**config.mk**
```make
export PLATFORM = sky130hd
export DESIGN_NAME = lb_pixel_writer
export DESIGN_NICKNAME = d
export VERILOG_FILES = /design/src/rtl/lb_pixel_writer.sv
export SDC_FILE = /design/constraint.sdc
export NUM_CORES = 1
export LEC_CHECK = 0
export BUFFER_PORTS_ARGS = -buffer_cell sky130_fd_sc_hd__buf_2
export CORE_ASPECT_RATIO = 1.75
export CORE_MARGIN = 4
export CORE_UTILIZATION = 54
export DETAILED_ROUTE_END_ITERATION = 10
export GPL_ROUTABILITY_DRIVEN = 0
export PLACE_DENSITY_LB_ADDON = 0.12
export REMOVE_ABC_BUFFERS = 1
export SLEW_MARGIN = 20
export SYNTH_ARGS = -nofsm -noshare
export SYNTH_HDL_FRONTEND = slang
export SYNTH_SLANG_ARGS = --single-unit
```
**constraint.sdc**
```tcl
create_clock -name CLK -period 2.6 [get_ports CLK]
set_input_delay 0.52 -clock CLK [delete_from_list [all_inputs] [get_ports CLK]]
set_output_delay 0.52 -clock CLK [all_outputs]
set_load 0.02 [all_outputs]
```
**src/rtl/lb_pixel_writer.sv**
```systemverilog
// Sprite line-buffer pixel writer: accepts 8 pixel pairs per tile row, drops
// shrunk-out pixels, and writes non-transparent pixels one per cycle.
module lb_pixel_writer #(
  parameter int unsigned ADDR_W = 9
) (
  input  logic              CLK,
  input  logic              nRESET,
  input  logic              START,
  input  logic [ADDR_W-1:0] X_START,
  input  logic              FLIP,
  input  logic [7:0]        PAL,
  input  logic              STEP,
  input  logic              EN_A,
  input  logic              EN_B,
  input  logic [3:0]        PIX_A,
  input  logic [3:0]        PIX_B,
  output logic              READY,
  output logic              LB_WE,
  output logic [ADDR_W-1:0] LB_ADDR,
  output logic [11:0]       LB_DATA,
  output logic              BUSY,
  output logic              DONE
);

  localparam int unsigned COL_W  = 4;
  localparam int unsigned PAL_W  = 8;
  localparam int unsigned SCNT_W = 4;
  localparam int unsigned QCNT_W = 2;
  localparam logic [SCNT_W-1:0] PAIRS     = SCNT_W'(8);
  localparam logic [SCNT_W-1:0] LAST_PAIR = SCNT_W'(7);

  typedef enum logic {
    IDLE = 1'b0,
    RUN  = 1'b1
  } state_t;

  state_t              state;
  logic [ADDR_W-1:0]   acnt;
  logic [ADDR_W-1:0]   acnt_next;
  logic                flip_r;
  logic [PAL_W-1:0]    pal_r;
  logic [SCNT_W-1:0]   scnt;
  logic [COL_W-1:0]    q_head;
  logic [COL_W-1:0]    q_tail;
  logic [QCNT_W-1:0]   qcnt;
  logic [QCNT_W-1:0]   push_cnt;

  // Pairs are only taken into an empty queue, so push and pop never overlap.
  always_comb READY = (state == RUN) && (qcnt == '0) && (scnt < PAIRS);

  always_comb BUSY = (state == RUN);

  always_comb acnt_next = flip_r ? (acnt - ADDR_W'(1)) : (acnt + ADDR_W'(1));

  always_comb push_cnt = {1'b0, EN_A} + {1'b0, EN_B};

  always_ff @(posedge CLK or negedge nRESET) begin
    if (!nRESET) begin
      state   <= IDLE;
      acnt    <= '0;
      flip_r  <= 1'b0;
      pal_r   <= '0;
      scnt    <= '0;
      q_head  <= '0;
      q_tail  <= '0;
      qcnt    <= '0;
      LB_WE   <= 1'b0;
      LB_ADDR <= '0;
      LB_DATA <= '0;
      DONE    <= 1'b0;
    end else begin
      LB_WE <= 1'b0;
      DONE  <= 1'b0;
      case (state)
        IDLE: begin
          if (START) begin
            acnt   <= X_START;
            flip_r <= FLIP;
            pal_r  <= PAL;
            scnt   <= '0;
            qcnt   <= '0;
            state  <= RUN;
          end
        end
        RUN: begin
          if (qcnt != '0) begin
            // Colour 0 is transparent: no write, but the address still advances.
            LB_WE   <= (q_head != '0);
            LB_ADDR <= acnt;
            LB_DATA <= {pal_r, q_head};
            acnt    <= acnt_next;
            q_head  <= q_tail;
            qcnt    <= qcnt - QCNT_W'(1);
            if ((qcnt == QCNT_W'(1)) && (scnt == PAIRS)) begin
              state <= IDLE;
              DONE  <= 1'b1;
            end
          end else if (STEP && READY) begin
            scnt <= scnt + SCNT_W'(1);
            qcnt <= push_cnt;
            if (EN_A) begin
              q_head <= PIX_A;
              q_tail <= PIX_B;
            end else begin
              q_head <= PIX_B;
            end
            if ((push_cnt == '0) && (scnt == LAST_PAIR)) begin
              state <= IDLE;
              DONE  <= 1'b1;
            end
          end
        end
        default: state <= IDLE;
      endcase
    end
  end

endmodule

```
# After elaboration in Yosys (flattened, before gate mapping)
# Cells that the tools add are included.
# Widths: inputs -> output; s select.
[totals]
ff_bits = 56
inputBits = 32
out_inout_bits = 25
wordCells = 73
[classes]
addsub = 5
magnitude_cmp = 1
eq_ne = 8
n_mux = 28
bitwise_logic = 2
reduce_logical = 17
[ops]
columns = ["operator", "n"]
rows = [
  ["$mux 9", 3],
  ["$mux 4", 6],
  ["$pmux 9 s2", 1],
  ["$mux 1", 12],
  ["$reduce_and 2->1", 5],
  ["$add 9x1->9 const B", 1],
  ["$sub 9x1->9 const B", 1],
  ["$pmux 4 s2", 1],
  ["$mux 2", 3],
  ["$logic_and 1x1->1", 5],
  ["$add 4x1->4 const B", 1],
  ["$eq 4x3->1 const B", 1],
  ["$eq 4x4->1 const B", 1],
  ["$logic_not 2->1", 2],
  ["$lt 4x4->1 const B", 1],
  ["$ne 2x1->1 const B", 2],
  ["$ne 2x2->1 const B", 2],
  ["$pmux 2 s2", 1],
  ["$reduce_and 4->1", 1],
  ["$reduce_bool 2->1", 2],
  ["$reduce_bool 4->1", 1],
  ["$ne 3x1->1 const B", 1],
  ["$reduce_and 3->1", 1],
  ["$add 1x1->2", 1],
  ["4 further kinds", 5],
]

# Logic depth before layout (Yosys ltp)
[depth]
depth_word = 7
mapped_depth = 7
ltp_nobuf = 7

# Worst setup path after synthesis
# No wires, ideal clock.
[synth_path]
path_kind = "flip-flop to flip-flop"
from = "reg flip_r"
to = "reg acnt[8]"
setup_ns = 0.082
t_arrival_ns = 2.001
required_ns = 2.518
path_slack_ns = 0.517
stages_incl_launch_ff = 8
path_buffers = 0
path_cell_list = "dfrtp_1 -> inv_1 -> fa_1 -> nand2b_1 -> a211oi_2 -> nor3_1 -> or4_1 -> a31oi_1"
[synth_between]
elab_chain_cells = 3
[synth_rtl]
columns = ["item", "line", "text"]
rows = [
  ["from (decl)", "40", "logic flip_r;"],
  ["from (signal assigned)", "61", "flip_r <= 1'b0;"],
  ["from (signal assigned)", "78", "flip_r <= FLIP;"],
  ["$mux 9", "53", "always_comb acnt_next = flip_r ? (acnt - ADDR_W'(1)) : (acnt + ADDR_W'(1));"],
  ["$mux 9", "86", "if (qcnt != '0) begin"],
  ["$pmux 9 s2", "74", "case (state)"],
  ["to (signal assigned)", "91", "acnt <= acnt_next;"],
  ["to (decl)", "38", "logic [ADDR_W-1:0] acnt;"],
]
# No other way between the ends. The select of a mux whose other input is x is not followed.
# A chain may end at the register's enable or synchronous reset.

# Final worst setup path
# Ends and elaborated chain as after synthesis.

==> metrics.txt <==
status finished clean; sw power 1.97 mW; post-synth top area share 0.512; die area 6310 sq um; sequential area share after synthesis 0.512; #FFs+latches synth 56; Starting DRT DRC Count 91; Slew HR 0.562; pwr/cell area 1380 nW/um^2; post-synthesis cell type with the largest combined area dfrtp_1; Crit. End Element register; FF-to-FF Start flip_r$_DFFE_PN0P_; CTS sink count 56; largest net degree at the start of global routing 31; CTS clk-pin slew, worst paths 110 ps; WHS 217 ps; met1 wire length 2320 um; Netlist cell types 40; Critical path origin flip_r$_DFFE_PN0P_; IO Count 57; total CTS buffers 5; met3 WL post-DR 296 um; CTS tree yes; top cells by area, synth dfrtp_1 (51%), nand2_1 (14%), ha_1 (5.0%); commonest non-fill, non-tap cell in the layout nand2_1; GRT Resource Usage Total 0.218; most frequent cells in the layout nand2_1 (100), dfrtp_1 (56), buf_2 (56); Ys Warns 0; ANT nets after route 0; # DRC 0; Final setup viols 0; cells after synthesis 291; total number of vias 2254; first-pass GRT wire length 10300 um; Initial Utilization 0.554; uppermost layer routed met4; post_cts resized 0; PortBufs 56; nets 392; crit path cell chain inv_1 > fa_1 > nand2b_1 > a211oi_2 > nor3_1 > or4_1 > a31oi_1; max-slew violation count 0; Final period util 0.887; crit path DAT 2550 ps; vias per cell 5.59; Die Span X 61.8 um; clk_skew 7.56 ps; share of layout cells above drive strength 1 0.244; utilization after layout 0.648; CP Max Fanout 10; H-tree depth 2; First-pass DRT Iterations 4; die height 102 um; Int Pwr 2.43 mW; Netlist Area Pre-Place 2740 sq um; vias in the first global route 2205; Hold WC Path Type in -> async; HPWL after DPL 4440 um; antenna cells 0; hold_buf cts 0; Sw Share 0.448; clock latency on the worst-skew pair 320 ps; worst-case clock buffer depth 2; Crit-path slowest cell dfrtp_1; initial antenna violation count 0; Period minus WS final 2310 ps; metal2 WL 3300 um; max_cap viols 0; postcts setup bufs 0; row count 34; routed len/inst 15.0 um; combinational share of power 0.522; clock network fraction of total power 0.116; Filler cells 439; Critical Path Max Stage Delay 560 ps; maximum clock rate 434 MHz; Area growth, synth to finish 16.9%; Top Family by Delay on Critical Path simple AND/OR/NAND/NOR gates; RSZ-0062 raised after global routing false; crit start category register; Detailed Route WL 6030 um; Worst EP required 2850 ps; Worst IR Drop VDD 959 uV; GRT overflow 0; final hold viol count 0; clk root buf clkbuf_8; Syn Area/Cell 9.40 sq um; Leakage Power 1.67 nW; core area 4930 sq um; crit path buf inv count 1; Seq pwr share 0.362; Slew @ Worst Pin 657 ps; crit path kind reg -> reg
==> Yosys cell counts <==
cell	number
mux2i_1	7
nand3b_1	1
xor2_1	6
a31o_1	1
nor4_1	1
a21o_1	3
or3_1	1
o21ai_0	13
nor3_1	4
nand3_1	3
a2111o_1	1
fa_1	1
nor2b_1	4
buf_2	3
o21bai_1	1
a2111oi_0	1
o221a_2	5
inv_1	8
a211oi_2	1
clkbuf_1	11
a31oi_1	2
o221ai_1	1
o31ai_1	2
ha_1	11
nand4_1	2
nor2_1	11
nand2b_1	3
dfrtp_1	56
nand2_1	100
and3_1	1
mux2_2	5
or4_1	1
nor4b_2	1
a211oi_1	5
a221oi_1	1
a32o_1	1
a21oi_1	9
a41oi_1	1
o21a_1	1
o211ai_1	1
==> sequential cells by signal (all words and copies together), names as in the netlist <==
register / flops
BUSY: 1
DONE: 1
LB_ADDR: 9
LB_DATA: 12
LB_WE: 1
acnt: 9
flip_r: 1
pal_r: 8
q_head: 4
q_tail: 4
qcnt: 2
scnt: 4
==> worst paths after layout <==
kind / end / slack [ps] / depth (start not counted)
worst max-delay path: acnt[8]$_DFFE_PN0P_ / 290 / 7
worst min-delay path: LB_ADDR[2]$_DFFE_PN0P_ / 220 / 1
worst max register to register: acnt[8]$_DFFE_PN0P_ / 290 / 7
worst min register to register: LB_DATA[7]$_DFFE_PN0P_ / 470 / 2
max in group asynchronous: pal_r[3]$_DFFE_PN0P_ / 1800 / 2
min in group CLK: pal_r[7]$_DFFE_PN0P_ / 380 / 3
==> metrics by stage <==
step	area [sq um]	cells	total power [mW]	setup TNS, ps	setup slack, ps
global placement	3100	395	3.84	0	403
CTS	3200	403	4.44	0	288
finish	3200	403	4.40	0	295
floorplan	2680	277	3.19	-375	-93.8
detailed placement	3100	395	3.91	0	323
global route	3200	403	4.84	0	129
==> power groups by stage <==
stage / logic (mW) / registers (mW) / clock network (mW)
final: 2.30 / 1.59 / 0.511
after global routing: 2.62 / 1.66 / 0.560
after CTS: 2.32 / 1.59 / 0.521
after detailed placement: 2.30 / 1.61 / 0
after global placement: 2.24 / 1.60 / 0
after floorplan: 1.45 / 1.75 / 0
==> metal layers <==
metal  vias up  track usage
li1       1103            -
met1      1089        0.267
met2        53        0.378
met3         9       0.0354
met4         0       0.0735
met5         -            0
==> cell type report <==
class / count / area (sq um) / share of cell area
Clock inverter: 3 / 25.0 / 0.00783
Multi-Input combinational cell: 213 / 1250 / 0.391
Timing Repair Buffer: 64 / 353 / 0.110
Tap cell: 54 / 67.6 / 0.0211
Inverter: 8 / 30.0 / 0.00939
Sequential cell: 56 / 1400 / 0.438
Clock buffer: 5 / 68.8 / 0.0215
==> kinds of logic after synthesis <==
family / synth area share
flops: 0.512
xor+xnor: 0.0192
fa+ha+maj: 0.0576
buf+inv: 0.0316
mux: 0.0462
compound gates: 0.129
simple gates: 0.204
Note: power is estimated with default switching activity, not from simulation.
